File: src/rtl/exec_unit_pipe.sv
// Handshaked execute stage: single-cycle ALU/address/compare/jump ops into a registered
// output slot, a multi-cycle MUL sequenced by a small FSM, squash via flush, sticky HALT.
module exec_unit_pipe #(
    parameter int unsigned DATA_W  = 8,
    parameter int unsigned TAG_W   = 3,
    parameter int unsigned IMM_W   = 2,
    parameter int unsigned PC_W    = 8,
    parameter int unsigned JADDR_W = 6,
    parameter int unsigned MUL_LAT = 3
) (
    input  logic               clk,
    input  logic               rst_n,
    input  logic               flush,
    input  logic               in_valid,
    output logic               in_ready,
    input  logic [3:0]         in_op,
    input  logic [TAG_W-1:0]   in_tag,
    input  logic [DATA_W-1:0]  in_a,
    input  logic [DATA_W-1:0]  in_b,
    input  logic [IMM_W-1:0]   in_imm,
    input  logic [JADDR_W-1:0] in_jaddr,
    output logic               out_valid,
    input  logic               out_ready,
    output logic [TAG_W-1:0]   out_tag,
    output logic [DATA_W-1:0]  out_result,
    output logic [DATA_W-1:0]  out_store_data,
    output logic [PC_W-1:0]    out_pc,
    output logic               out_is_jump,
    output logic               out_is_store,
    output logic               out_zero,
    output logic               out_carry,
    output logic               out_illegal,
    output logic               halted
);

    localparam int unsigned CNT_W = $clog2(MUL_LAT + 1);

    typedef enum logic [1:0] {
        ST_IDLE,
        ST_MUL_BUSY,
        ST_MUL_DONE
    } state_t;

    typedef enum logic [3:0] {
        OP_ADD  = 4'd0,
        OP_SUB  = 4'd1,
        OP_AND  = 4'd2,
        OP_OR   = 4'd3,
        OP_ADDI = 4'd4,
        OP_LD   = 4'd5,
        OP_ST   = 4'd6,
        OP_CMP  = 4'd7,
        OP_JMP  = 4'd8,
        OP_HALT = 4'd9,
        OP_MUL  = 4'd10
    } op_t;

    state_t             state_q, state_d;
    logic [CNT_W-1:0]   cnt_q, cnt_d;
    logic [DATA_W-1:0]  mul_a_q, mul_a_d;
    logic [DATA_W-1:0]  mul_b_q, mul_b_d;
    logic [TAG_W-1:0]   mul_tag_q, mul_tag_d;

    logic               out_valid_q, out_valid_d;
    logic [TAG_W-1:0]   out_tag_q, out_tag_d;
    logic [DATA_W-1:0]  out_result_q, out_result_d;
    logic [DATA_W-1:0]  out_sd_q, out_sd_d;
    logic [PC_W-1:0]    out_pc_q, out_pc_d;
    logic               out_jmp_q, out_jmp_d;
    logic               out_st_q, out_st_d;
    logic               out_zero_q, out_zero_d;
    logic               out_carry_q, out_carry_d;
    logic               out_ill_q, out_ill_d;
    logic               halted_q, halted_d;

    logic               slot_free;
    logic               accept;
    logic               is_mul;
    logic               mul_load;
    logic [DATA_W-1:0]  imm_ext;
    logic [DATA_W:0]    sum_ext;
    logic [DATA_W-1:0]  mul_res;

    logic [DATA_W-1:0]  alu_res;
    logic [DATA_W-1:0]  alu_sd;
    logic [PC_W-1:0]    alu_pc;
    logic               alu_jmp;
    logic               alu_st;
    logic               alu_carry;
    logic               alu_ill;

    assign slot_free = !out_valid_q || out_ready;
    assign in_ready  = rst_n && !halted_q && !flush && (state_q == ST_IDLE) && slot_free;
    assign accept    = in_valid && in_ready;
    assign is_mul    = (in_op == OP_MUL);
    assign mul_load  = (state_q == ST_MUL_DONE) && slot_free;
    assign imm_ext   = DATA_W'(in_imm);
    assign sum_ext   = {1'b0, in_a} + {1'b0, in_b};
    assign mul_res   = mul_a_q * mul_b_q;

    always_comb begin
        alu_res   = '0;
        alu_sd    = '0;
        alu_pc    = '0;
        alu_jmp   = 1'b0;
        alu_st    = 1'b0;
        alu_carry = 1'b0;
        alu_ill   = 1'b0;
        case (in_op)
            OP_ADD: begin
                alu_res   = sum_ext[DATA_W-1:0];
                alu_carry = sum_ext[DATA_W];
            end
            OP_SUB: begin
                alu_res   = in_a - in_b;
                alu_carry = (in_a < in_b);
            end
            OP_AND:  alu_res = in_a & in_b;
            OP_OR:   alu_res = in_a | in_b;
            OP_ADDI: alu_res = in_a + imm_ext;
            OP_LD:   alu_res = in_a + imm_ext;
            OP_ST: begin
                alu_res = in_a + imm_ext;
                alu_sd  = in_b;
                alu_st  = 1'b1;
            end
            OP_CMP:  alu_res = (in_a == in_b) ? '1 : '0;
            OP_JMP: begin
                alu_pc  = PC_W'(in_jaddr);
                alu_jmp = 1'b1;
            end
            OP_HALT: alu_res = '0;
            OP_MUL:  alu_res = '0;
            default: alu_ill = 1'b1;
        endcase
    end

    // MUL sequencing: operands are captured on accept so the input bus is free while busy
    always_comb begin
        state_d   = state_q;
        cnt_d     = cnt_q;
        mul_a_d   = mul_a_q;
        mul_b_d   = mul_b_q;
        mul_tag_d = mul_tag_q;
        if (flush) begin
            state_d = ST_IDLE;
            cnt_d   = '0;
        end else begin
            case (state_q)
                ST_IDLE: begin
                    if (accept && is_mul) begin
                        state_d   = ST_MUL_BUSY;
                        cnt_d     = CNT_W'(1);
                        mul_a_d   = in_a;
                        mul_b_d   = in_b;
                        mul_tag_d = in_tag;
                    end
                end
                ST_MUL_BUSY: begin
                    cnt_d = cnt_q + CNT_W'(1);
                    if (cnt_q == CNT_W'(MUL_LAT - 1)) begin
                        state_d = ST_MUL_DONE;
                    end
                end
                ST_MUL_DONE: begin
                    if (slot_free) begin
                        state_d = ST_IDLE;
                        cnt_d   = '0;
                    end
                end
                default: begin
                    state_d = ST_IDLE;
                    cnt_d   = '0;
                end
            endcase
        end
    end

    always_comb begin
        out_valid_d  = out_valid_q;
        out_tag_d    = out_tag_q;
        out_result_d = out_result_q;
        out_sd_d     = out_sd_q;
        out_pc_d     = out_pc_q;
        out_jmp_d    = out_jmp_q;
        out_st_d     = out_st_q;
        out_zero_d   = out_zero_q;
        out_carry_d  = out_carry_q;
        out_ill_d    = out_ill_q;
        halted_d     = halted_q || (accept && (in_op == OP_HALT));
        if (flush) begin
            out_valid_d  = 1'b0;
            out_tag_d    = '0;
            out_result_d = '0;
            out_sd_d     = '0;
            out_pc_d     = '0;
            out_jmp_d    = 1'b0;
            out_st_d     = 1'b0;
            out_zero_d   = 1'b0;
            out_carry_d  = 1'b0;
            out_ill_d    = 1'b0;
        end else if (mul_load) begin
            out_valid_d  = 1'b1;
            out_tag_d    = mul_tag_q;
            out_result_d = mul_res;
            out_sd_d     = '0;
            out_pc_d     = '0;
            out_jmp_d    = 1'b0;
            out_st_d     = 1'b0;
            out_zero_d   = (mul_res == '0);
            out_carry_d  = 1'b0;
            out_ill_d    = 1'b0;
        end else if (accept && !is_mul) begin
            out_valid_d  = 1'b1;
            out_tag_d    = in_tag;
            out_result_d = alu_res;
            out_sd_d     = alu_sd;
            out_pc_d     = alu_pc;
            out_jmp_d    = alu_jmp;
            out_st_d     = alu_st;
            out_zero_d   = (alu_res == '0);
            out_carry_d  = alu_carry;
            out_ill_d    = alu_ill;
        end else if (out_ready) begin
            out_valid_d = 1'b0;
        end
    end

    always_ff @(posedge clk) begin
        if (!rst_n) begin
            state_q      <= ST_IDLE;
            cnt_q        <= '0;
            mul_a_q      <= '0;
            mul_b_q      <= '0;
            mul_tag_q    <= '0;
            out_valid_q  <= 1'b0;
            out_tag_q    <= '0;
            out_result_q <= '0;
            out_sd_q     <= '0;
            out_pc_q     <= '0;
            out_jmp_q    <= 1'b0;
            out_st_q     <= 1'b0;
            out_zero_q   <= 1'b0;
            out_carry_q  <= 1'b0;
            out_ill_q    <= 1'b0;
            halted_q     <= 1'b0;
        end else begin
            state_q      <= state_d;
            cnt_q        <= cnt_d;
            mul_a_q      <= mul_a_d;
            mul_b_q      <= mul_b_d;
            mul_tag_q    <= mul_tag_d;
            out_valid_q  <= out_valid_d;
            out_tag_q    <= out_tag_d;
            out_result_q <= out_result_d;
            out_sd_q     <= out_sd_d;
            out_pc_q     <= out_pc_d;
            out_jmp_q    <= out_jmp_d;
            out_st_q     <= out_st_d;
            out_zero_q   <= out_zero_d;
            out_carry_q  <= out_carry_d;
            out_ill_q    <= out_ill_d;
            halted_q     <= halted_d;
        end
    end

    assign out_valid      = out_valid_q;
    assign out_tag        = out_tag_q;
    assign out_result     = out_result_q;
    assign out_store_data = out_sd_q;
    assign out_pc         = out_pc_q;
    assign out_is_jump    = out_jmp_q;
    assign out_is_store   = out_st_q;
    assign out_zero       = out_zero_q;
    assign out_carry      = out_carry_q;
    assign out_illegal    = out_ill_q;
    assign halted         = halted_q;

endmodule

File: config.mk
export PLATFORM = sky130hd
export DESIGN_NAME = exec_unit_pipe
export DESIGN_NICKNAME = d
export VERILOG_FILES = /design/src/rtl/exec_unit_pipe.sv
export SDC_FILE = /design/constraint.sdc
export NUM_CORES = 1
export LEC_CHECK = 0
export CAP_MARGIN = 5
export CORE_ASPECT_RATIO = 1.4
export CORE_MARGIN = 8
export CORE_UTILIZATION = 46
export CTS_CLUSTER_DIAMETER = 80
export DETAILED_ROUTE_END_ITERATION = 10
export PLACE_DENSITY = 0.77
export SYNTH_ARGS = -nofsm -noshare
export SYNTH_HDL_FRONTEND = slang
export SYNTH_SLANG_ARGS = --single-unit
File: constraint.sdc
create_clock -name clk -period 4.13 [get_ports clk]
set_clock_uncertainty 0.05 [all_clocks]
set_input_delay 1.239 -clock clk [delete_from_list [all_inputs] [get_ports clk]]
set_output_delay 1.239 -clock clk [all_outputs]
set_load 0.01 [all_outputs]
==> results of run 1 <==
-- flip-flops by register name, summed over array words and instances, names as in the netlist --
name / cells
out_is_jump: 1
out_tag: 3
out_zero: 1
out_pc: 6
mul_a_q: 8
mul_tag_q: 3
out_valid: 1
state_q: 2
out_is_store: 1
out_result: 8
out_store_data: 8
out_illegal: 1
out_carry: 1
cnt_q: 2
mul_b_q: 8
halted: 1
-- metal layers --
| layer | share of wire, % | GRT usage [%] |
|---|---|---|
| met1 | 39 | 20.4 |
| met2 | 54 | 36.6 |
| met3 | 2.8 | 1.92 |
| met4 | 4.2 | 10.1 |
| met5 | 0 | 0 |
-- cells in the mapped netlist (all sizes together), types with 3 or more instances --
cell type,count
nand2,90
dfxtp,55
inv,55
ha,43
nor2,33
a21oi,29
xnor2,24
a22oi,21
and2,21
a21boi,19
buf,15
fa,15
clkbuf,14
nor3,11
o21ai,10
nand2b,8
o221ai,8
nand3,7
or3,6
nor2b,5
o21a,4
or2,4
a21o,3
a31oi,3
nor3b,3
nor4,3
o211ai,3
o31ai,3
-- area by class of cell --
type / count / area (sq um)
Fill cell: 937 / 4200
Multi-Input combinational cell: 411 / 3090
Sequential cell: 55 / 1110
Timing Repair Buffer: 92 / 873
Inverter: 55 / 206
Tap cell: 135 / 169
Clock buffer: 5 / 125
Clock inverter: 3 / 22.5
-- worst register-to-register path: cells and delay by family, from the launching register on --
kind | cells | cell delay, ns
adders and majority gates | 5 | 2.31
DFF | 1 | 0.37
AOI/OAI and AO/OA | 3 | 0.52
xor gates and xnor gates | 2 | 0.28
and+or+nand+nor | 1 | 0.09
buffers and inverters | 3 | 0.15
-- worst min path at each step --
stage,slack (ns),startpoint,end
6_report,0.41,out_tag[2],out_tag[2]
5_1_grt,0.42,out_illegal,out_illegal
4_1_cts,0.41,out_tag[2],out_tag[2]
3_5_place_dp,0.40,out_tag[2],out_tag[2]
3_3_place_gp,0.39,out_tag[2],out_tag[2]
2_1_floorplan,0.39,mul_tag_q[2],mul_tag_q[2]
-- where the power goes --
part	total (mW)	switching [mW]	internal (mW)	leakage, nW
clock network	0.426	0.198	0.227	0.0742
registers	0.535	0.00210	0.532	0.446
logic	0.260	0.144	0.117	1.72
-- what timing repair did --
item	CTS	global route
setup endpoints to repair	0	1
hold buffers	0	0
gates resized for setup	0	5
-- logic make-up after synthesis --
kind of cell	after synthesis	share of synthesized area [%]
and+or+nand+nor	200	23.1
AOI/OAI and AO/OA	123	20.4
buffers and inverters	84	8.37
adders and majority gates	58	18.3
DFF	55	24.1
xor gates and xnor gates	26	4.98
muxes	2	0.711
other	1	0.0820
-- metrics by stage --
stage | setup slack [ns] | area [sq um]
6_report | 0.213 | 5600
4_1_cts | 0.159 | 5590
3_3_place_gp | 0.0888 | 5440
2_1_floorplan | 0.440 | 4580
5_1_grt | 0.0210 | 5600
3_5_place_dp | 0.0314 | 5440
==> impl_results.md, run 1 <==
* Number of CTS-inserted buffers at 5
* EDFF count, synth at 0
* Placed Instances at 748
* Layout cell share with drive strength beyond 1 at 14.5%
* Min cycle time layout at between 3 and 4 ns
* Pwr Density at 218 nW/um^2
* F_max at about 260 MHz
* # diodes at 0
* Vias at 4082
* Initial DRC Count at about 180
* Vias in the first global route at ~4.3k
* Delay-heaviest family, CP: adder cells
* Max Slew Vio Count at 0
* ANT nets after route at 0
* Most common cell after layout, fill and taps aside: nand2_1
* Slowest cell on crit path: fa_1
* H-tree depth at 2
* Nets@finish at 714
* Synth Area per Inst at 8.33 sq um
* Die height at between 100 and 150 microns
* Final WL at between 10000 and 15000 microns
* Most frequent CP cell: fa_1
* Hold Violations, Final at 0
* Die span in x at 100 microns
* Total Power at 1.22 mW
* CP Data Required Time at 4.24 ns
* Flop2flop setup slack at 0.21 ns
* Initial Utilization at 46.7%
* WP depth at 14
* Final setup vio count at 0
* Crit path from: mul_b_q[4]
* Core ar. at slightly below 10000 sq um
* First-pass GRT wire length at 21000 microns
* Seq/Total Area, Yosys at 24.1%
* Top-area cell type share of the netlist area at 24.1%
* Clk pin slew, worst setup/hold paths at 0.07 ns
* Yosys cell types at 68
* Max-Cap Viols at 0
* Worst Tran Pin Value at 0.723 ns
* Leak at 2.24 nW
* Most frequent cells in the layout: nand2_1, clkdlybuf4s50_1, inv_1
* Final core area utilization at 57.2%
* Yosys reg bits at 55
* CP Capture Type: register
* Number of buffers added for setup after CTS at 0
* Reg2reg start: mul_b_q[4]
* CP bufs+invs at 3
* VDD IR-drop max at 0.184 mV
* Grt ovf at 0
* Top post-synthesis cells by area: dfxtp_1, ha_1, fa_1, nand2_1, a21boi_2
* RR Endpoint: out_zero
* Area Overhead vs Synth at 22.4%
* WHS at 0.405 ns
* Status: finished clean
* Rows at 43
* CP cell instances: nand2_1, fa_1, fa_1, inv_1, fa_1, inv_1, fa_1, inv_1, ha_1, a21oi_1, xnor2_1, xnor2_1, a32oi_1, o41ai_2
* Skew-Pair Late Insertion Delay at roughly 0.3 ns
* Mapped Area at between 4000 and 5000 sq um
* I/O pin total at roughly 70
* CTS tree: yes
* Post-synth top flop: dfxtp_1
* Asr flop ratio synth at 0%
* Critical Path Sink: out_zero
* GRT Total Usage at 19.4%
* # DRC at 0
* Clk buf depth at 2
* Initial antenna violation count at 0
* Final std cells w/o fill at 756
* CP Class: reg2reg
* RSZ-0062 raised after global routing: no
* Worst hold path class: reg2reg
* Slowest cell delay on critical path at 0.55 ns
* Period utilization at 94.8%
* DRT Pass-1 Iters at 5
* Yosys top cell by area: dfxtp_1
* Worst r2r path cells at 14
* Mapped Cells at between 500 and 600
* Gpl congestion at 0.990
* Number of cells on the worst hold path at 2
* Worst EP arrival at roughly 4.0 ns
* Largest net degree at the start of global routing at 31
* Critical Path Start Type: register
* Clock Root Buffer: clkbuf_16
* Setup TNS at 0 ns
* Worst slew margin at 51.8%
* CTS Sinks at 55
* # port buffers at 68
* Dpl hpwl at 10400 microns
* Detailed-route wire length per cell at 16.8 microns
* CP Max Fanout at 5
* Synth warn at 0
* Die area at 13400 sq um
* Drt via density at 5.40
Power figures use the tool's default switching activity.
==> inputs of run 2 (changes only) <==
--- a/config.mk
+++ b/config.mk
@@ -12,6 +12,7 @@
 export CTS_CLUSTER_DIAMETER = 80
 export DETAILED_ROUTE_END_ITERATION = 10
 export PLACE_DENSITY = 0.77
+export SLEW_MARGIN = 30
 export SYNTH_ARGS = -nofsm -noshare
 export SYNTH_HDL_FRONTEND = slang
 export SYNTH_SLANG_ARGS = --single-unit
==> results of run 2 <==
No change in the layout: final DEF, timing and power equal those of run 1.
